[src/rtl/ram_fifo_ctrl.sv]
// FIFO sequencer for a synchronous dual-port RAM: turns push/pop requests into
// RAM strobes and addresses, tracks occupancy and returns read data with a valid strobe.
module ram_fifo_ctrl #(
    parameter int unsigned WIDTH    = 8,
    parameter int unsigned DEPTH    = 16,
    parameter int unsigned ADDR_BUS = 4
) (
    input  logic                  clk,
    input  logic                  rst,
    input  logic                  push,
    input  logic [WIDTH-1:0]      push_data,
    input  logic                  pop,
    output logic [WIDTH-1:0]      pop_data,
    output logic                  pop_valid,
    output logic                  full,
    output logic                  empty,
    output logic [ADDR_BUS:0]     count,
    output logic                  overflow,
    output logic                  underflow,
    output logic                  ram_we,
    output logic                  ram_re,
    output logic [ADDR_BUS-1:0]   ram_wr_addr,
    output logic [ADDR_BUS-1:0]   ram_rd_addr,
    output logic [WIDTH-1:0]      ram_din,
    input  logic [WIDTH-1:0]      ram_dout
);

    localparam int unsigned CNT_W = ADDR_BUS + 1;

    logic [ADDR_BUS-1:0] wr_ptr_q, wr_ptr_d;
    logic [ADDR_BUS-1:0] rd_ptr_q, rd_ptr_d;
    logic [CNT_W-1:0]    count_q, count_d;
    logic                pop_valid_q, pop_valid_d;
    logic                overflow_q, overflow_d;
    logic                underflow_q, underflow_d;
    logic                push_acc;
    logic                pop_acc;

    // Status decode and accept rules from the pre-edge state; nothing is accepted in reset.
    always_comb begin
        full     = (count_q == CNT_W'(DEPTH));
        empty    = (count_q == CNT_W'(0));
        push_acc = push & ~full & ~rst;
        pop_acc  = pop & ~empty & ~rst;
    end

    // RAM drive and output mapping; read data is only presented alongside its valid strobe.
    always_comb begin
        ram_we      = push_acc;
        ram_wr_addr = wr_ptr_q;
        ram_din     = rst ? WIDTH'(0) : push_data;
        ram_re      = pop_acc;
        ram_rd_addr = rd_ptr_q;
        pop_valid   = pop_valid_q;
        pop_data    = pop_valid_q ? ram_dout : WIDTH'(0);
        count       = count_q;
        overflow    = overflow_q;
        underflow   = underflow_q;
    end

    // Next-state: pointers wrap naturally at 2**ADDR_BUS, count tracks net occupancy.
    always_comb begin
        wr_ptr_d    = wr_ptr_q;
        rd_ptr_d    = rd_ptr_q;
        count_d     = count_q;
        pop_valid_d = pop_acc;
        overflow_d  = overflow_q | (push & full);
        underflow_d = underflow_q | (pop & empty);
        if (push_acc) begin
            wr_ptr_d = wr_ptr_q + ADDR_BUS'(1);
        end
        if (pop_acc) begin
            rd_ptr_d = rd_ptr_q + ADDR_BUS'(1);
        end
        case ({push_acc, pop_acc})
            2'b10:   count_d = count_q + CNT_W'(1);
            2'b01:   count_d = count_q - CNT_W'(1);
            default: count_d = count_q;
        endcase
    end

    // State registers; a read in flight at reset is dropped by clearing pop_valid.
    always_ff @(posedge clk or posedge rst) begin
        if (rst) begin
            wr_ptr_q    <= '0;
            rd_ptr_q    <= '0;
            count_q     <= '0;
            pop_valid_q <= 1'b0;
            overflow_q  <= 1'b0;
            underflow_q <= 1'b0;
        end else begin
            wr_ptr_q    <= wr_ptr_d;
            rd_ptr_q    <= rd_ptr_d;
            count_q     <= count_d;
            pop_valid_q <= pop_valid_d;
            overflow_q  <= overflow_d;
            underflow_q <= underflow_d;
        end
    end

endmodule
[config.mk]
export PLATFORM = sky130hd
export DESIGN_NAME = ram_fifo_ctrl
export DESIGN_NICKNAME = d
export VERILOG_FILES = /design/src/rtl/ram_fifo_ctrl.sv
export SDC_FILE = /design/constraint.sdc
export NUM_CORES = 1
export LEC_CHECK = 0
export ABC_AREA = 1
export CAP_MARGIN = 30
export CORE_UTILIZATION = 42
export CTS_CLUSTER_DIAMETER = 200
export CTS_CLUSTER_SIZE = 12
export DETAILED_ROUTE_END_ITERATION = 6
export GPL_TIMING_DRIVEN = 0
export PLACE_DENSITY_LB_ADDON = 0.1
export SYNTH_ARGS = -nofsm -noshare
export SYNTH_HDL_FRONTEND = slang
export SYNTH_SLANG_ARGS = --single-unit
[constraint.sdc]
create_clock -name clk -period 5.1 [get_ports clk]
set_clock_uncertainty 0.1 [all_clocks]
set_input_delay 1.53 -clock clk [delete_from_list [all_inputs] [get_ports clk]]
set_output_delay 1.53 -clock clk [all_outputs]
set_load 0.005 [all_outputs]
* Word level (Yosys, flattened, before mapping)
Cells that the tools add are included.
Storage, ports and cells: register bits 16, bits of input ports 20, output and inout bits 36, logic and storage cells 29
Cells by class: $add $sub $neg 4, eq/ne operators 3, multiplexer cells 3, bitwise logic cells 11, reduce and logical (&&, ||, !) cells 2
Operators by type and width (number):
- $mux 8 | 2
- $pmux 5 s2 | 1
- $add 4x1->4 const B | 2
- $and 1x1->1 | 6
- $add 5x1->5 const B | 1
- $eq 5x5->1 const B | 1
- $logic_not 5->1 | 1
- $sub 5x1->5 const B | 1
- $not 1->1 | 3
- $eq 2x1->1 const B | 1
- $eq 2x2->1 const B | 1
- $or 1x1->1 | 2
- $reduce_bool 2->1 | 1

* Depth between registers and ports, before layout
Gate-level depths: netlist of run 1.
word-level depth 6, gate-level depth with buffers 12, mapped depth without buffers 12

* Worst setup path before layout of run 1
No wires, ideal clock.
path kind input port to output port, start point in rst, end point out ram_we, data arrival time 2.351 ns, required time 3.470 ns, setup slack 1.119 ns, stages on the path 4, buffers on the path 1, cells stage by stage buf_4 inv_1 nand3_4 inv_1
On the way: word-level cells in the longest chain between the ends 2
RTL lines:
- start, declared | line 9 | input logic rst,
- $not 1->1 | line 43 | push_acc = push & ~full & ~rst;
- $and 1x1->1 | line 43
- end, declared | line 20 | output logic ram_we,
Every way passes these cells.

* Worst setup path in the final report of run 1
Ends and elaborated chain as after synthesis.

==> summary.md, run 1 <==
| Metric | Value |
|---|---|
| Yosys cell types | `22` |
| Drt pass-1 iters | `5` |
| Die width | `52.3 µm` |
| Vias in the first global route | `931` |
| Inserted Clock Buffers | `3` |
| RSZ-0062 raised after global routing | `no` |
| Port bufs | `55` |
| Starting density of the core | `46.2%` |
| Power Dens Cells | `416 nW/µm²` |
| Critical path type | `primary input to primary output` |
| Hold Crit Depth | `1` |
| Clock share of power | `9.6%` |
| Max-slew violation count | `0` |
| Minimum clock period | `4740 ps` |
| Worst path most repeated cell | `clkdlybuf4s50_1` |
| Slew @ Worst Pin | `about 460 ps` |
| Final core utilization | `between 70% and 80%` |
| Startpoint Class | `primary input` |
| Core Rows | `17` |
| DR DRC count | `0` |
| Fin. Hold Viols | `0` |
| Total chip power | `698 µW` |
| Ant diodes | `0` |
| IO Count | `56` |
| Worst vdd ir | `0.000395 V` |
| Worst R2R Start | `count[1]$_DFFE_PP0P_` |
| First-iteration detailed-routing DRC count | `15` |
| Worst path cell trace | `clkdlybuf4s50_1, buf_4, clkinvlp_4, nand3_4, inv_1, clkdlybuf4s50_1` |
| Crit. End Element | `primary output` |
| Leak Pwr | `0.883 nW` |
| Critical path's slowest cell | `clkdlybuf4s50_1` |
| Sw Share | `38.9%` |
| CTS Sinks | `16` |
| Crit Reg-Reg Endpoint | `count[4]$_DFFE_PP0P_` |
| CTS tree | `yes` |
| Grt met3 use | `roughly 5.5%` |
| Slowest stage delay, CP | `470 ps` |
| Crit-path max FO | `11` |
| Reg2Reg Depth | `11` |
| Final Setup Violations | `0` |
| Async S/R FF share, synth | `100%` |
| Via density per instance | `4.62` |
| Status | `finished, final reports clean` |
| Overflow after GRT | `0` |
| Fin crit share | `between 90% and 100%` |
| Filler cells | `184` |
| # Post-CTS Setup Buffers | `0` |
| Post-Route WL | `2580 µm` |
| Buf+Inv Stages, Crit Path | `5` |
| Relative slew slack | `69.1%` |
| Mapped cell area | `1060 µm²` |
| Hold Crit Endpoint | `overflow$_DFF_PP0_` |
| Max Cap Viol | `0` |
| Reg power frac | `36.1%` |
| Hold path startpoint | `overflow$_DFF_PP0_` |
| Wire length per cell | `11.2 µm` |
| Internal | `426 µW` |
| Area of the die | `2730 µm²` |
| Gpl congestion | `0.785` |
| Met1 Use GR | `23.7%` |
| Sw power | `271 µW` |
| Area grow syn2layout | `58.1%` |
| Syn Nets | `171` |
| Largest net degree at the start of global routing | `21` |
| FF-to-FF setup slack | `2820 ps` |
| Seq/Total Area, Yosys | `37.7%` |
| Worst hold path type | `flop to flop` |
| Fin nets | `232` |
| Combinational share of power | `54.4%` |
| Post-synth EDFFs | `0` |
| Fmax | `211 MHz` |
| Root buffer cell | `clkbuf_4` |
| H-tree Lvls | `1` |
| Layer with the highest usage | `met2` |
| Worst-Skew Late Latency | `290 ps` |
| Crit-path leading delay family | `buffers and inverters` |
| Die Y-Extent | `52.3 µm` |
| Global-route wire length before repair | `4110 µm` |
| Grt met2 use | `36.5%` |
| Required @ worst endpoint | `3470 ps` |
| Hpwl dp | `2110 µm` |
| Mapped Cells | `between 100 and 150` |
| Setup WS post-layout | `~360 ps` |
| Syn_area_per_cell | `7.37 µm²` |
| Fin cells | `231` |
| CP arrival | `~3100 ps` |
| Clk slew on worst S/H paths | `90 ps` |
| Seq cells post-synth | `16` |
| Core region area | `2300 µm²` |
| Antenna-violating nets left | `0` |
| Tot GR Track Use | `20.6%` |
| Ys Warns | `0` |
| Via count | `roughly 1.1k` |
| Antenna violations before repair | `0` |
| Placement Setup Slack | `-19.7 ps` |
| Post-synth top flop | `dfrtp_1` |
| DP Cell Count | `between 200 and 250` |
| Share of layout cells above drive strength 1 | `8.37%` |
| Maximum clock insertion buffer count | `2` |
==> worst register-to-register path, delay by kind of cell, from the launching register on <==
kind	cells	cell delay, ps
simple gates	8	930
buf+inv	1	60
fa+ha+maj	2	600
flops	1	470
==> worst max path at each step <==
stage / startpoint / endpoint / slack [ps] / cells past startpoint
final: rst / ram_we / 360 / 6
after floorplan: rst / ram_we / 1120 / 4
after global placement: rst / ram_we / 10 / 6
after CTS: rst / ram_we / 80 / 6
after global routing: rst / ram_we / 250 / 6
after detailed placement: rst / ram_we / -20 / 6
==> power by group through the flow <==
stage	Clock [mW]	Combinational (mW)	Sequential [mW]
6_report	0.0666	0.380	0.252
5_1_grt	0.0705	0.431	0.265
4_1_cts	0.0674	0.385	0.252
3_5_place_dp	0	0.383	0.255
3_3_place_gp	0	0.371	0.251
2_1_floorplan	0	0.195	0.250
==> cells in the final DEF, fill, tap and decap left out, types with 2 or more instances in the layout <==
master / n
nand2_1: 47
clkbuf_4: 3
xnor2_1: 3
nor2_4: 2
dfrtp_1: 16
clkdlybuf4s50_1: 55
inv_1: 27
inv_2: 2
nand3_1: 7
nor2_1: 15
nand4_1: 4
nand3_4: 2
or2_2: 2
ha_1: 6
==> kinds of logic (layout without fill, tap and decap cells) <==
kind of cell | after synthesis | after routing | share of synthesized area [%]
buffers and inverters | 33 | 92 | 12.3
DFF | 16 | 16 | 37.7
adders and majority gates | 7 | 7 | 8.96
xor gates and xnor gates | 3 | 3 | 2.48
AOI/OAI and AO/OA | 4 | 4 | 2.36
and+or+nand+nor | 81 | 81 | 36.2
==> area by class of cell <==
cell class,instances,area (µm²),share of cell area (%)
Buffer,2,11.3,0.671
Clock buffer,3,22.5,1.34
Inverter,31,123,7.31
Multi-Input combinational cell,95,531,31.6
Sequential cell,16,400,23.9
Tap cell,28,35.0,2.09
Timing Repair Buffer,55,551,32.8
Timing Repair inverter,1,5.00,0.298
==> metrics by stage <==
stage	hold WS (ps)	setup TNS, ps	instance area, µm²
2_1_floorplan	351	0	1060
3_5_place_dp	343	-19.7	1650
3_3_place_gp	337	0	1650
4_1_cts	366	0	1670
6_report	362	0	1680
5_1_grt	394	0	1680
==> registers in the layout (all words and copies together) (netlist names) <==
| register | flops |
|---|---|
| underflow | 1 |
| overflow | 1 |
| pop_valid | 1 |
| ram_rd_addr | 4 |
| ram_wr_addr | 4 |
| count | 5 |
==> repair_timing <==
| action | in CTS | in global routing |
|---|---|---|
| hold buffers | 0 | 0 |
| endpoints found under the hold margin | 0 | 0 |
| cloned | 0 | 1 |
| gates resized for setup | 1 | 0 |
| setup endpoints to repair | 1 | 1 |
==> synthesized netlist by cell type, types with 2 or more instances <==
| cell | number | area, µm² |
|---|---|---|
| dfrtp_1 | 16 | 400 |
| nand2_1 | 47 | 176 |
| nand3_1 | 7 | 35.0 |
| inv_2 | 2 | 7.51 |
| inv_1 | 28 | 105 |
| or2_2 | 2 | 12.5 |
| nor2_1 | 15 | 56.3 |
| nand3_4 | 2 | 35.0 |
| xnor2_1 | 3 | 26.3 |
| ha_1 | 6 | 75.1 |
| nand4_1 | 4 | 25.0 |
| nor2_4 | 2 | 22.5 |
==> layer usage <==
layer,part of all wire (%),vias up
met2,49,31
li1,-,556
met1,44,476
met4,1.0,0
met5,0,-
met3,6.3,4
Note: power is estimated with default switching activity, not from simulation.
==> run 2, diff against run 1 <==
--- a/config.mk
+++ b/config.mk
@@ -13,6 +13,7 @@
 export DETAILED_ROUTE_END_ITERATION = 6
 export GPL_TIMING_DRIVEN = 0
 export PLACE_DENSITY_LB_ADDON = 0.1
+export SLEW_MARGIN = 40
 export SYNTH_ARGS = -nofsm -noshare
 export SYNTH_HDL_FRONTEND = slang
 export SYNTH_SLANG_ARGS = --single-unit
==> results of run 2 <==
The final DEF is identical to that of run 1; final timing and power are the same.
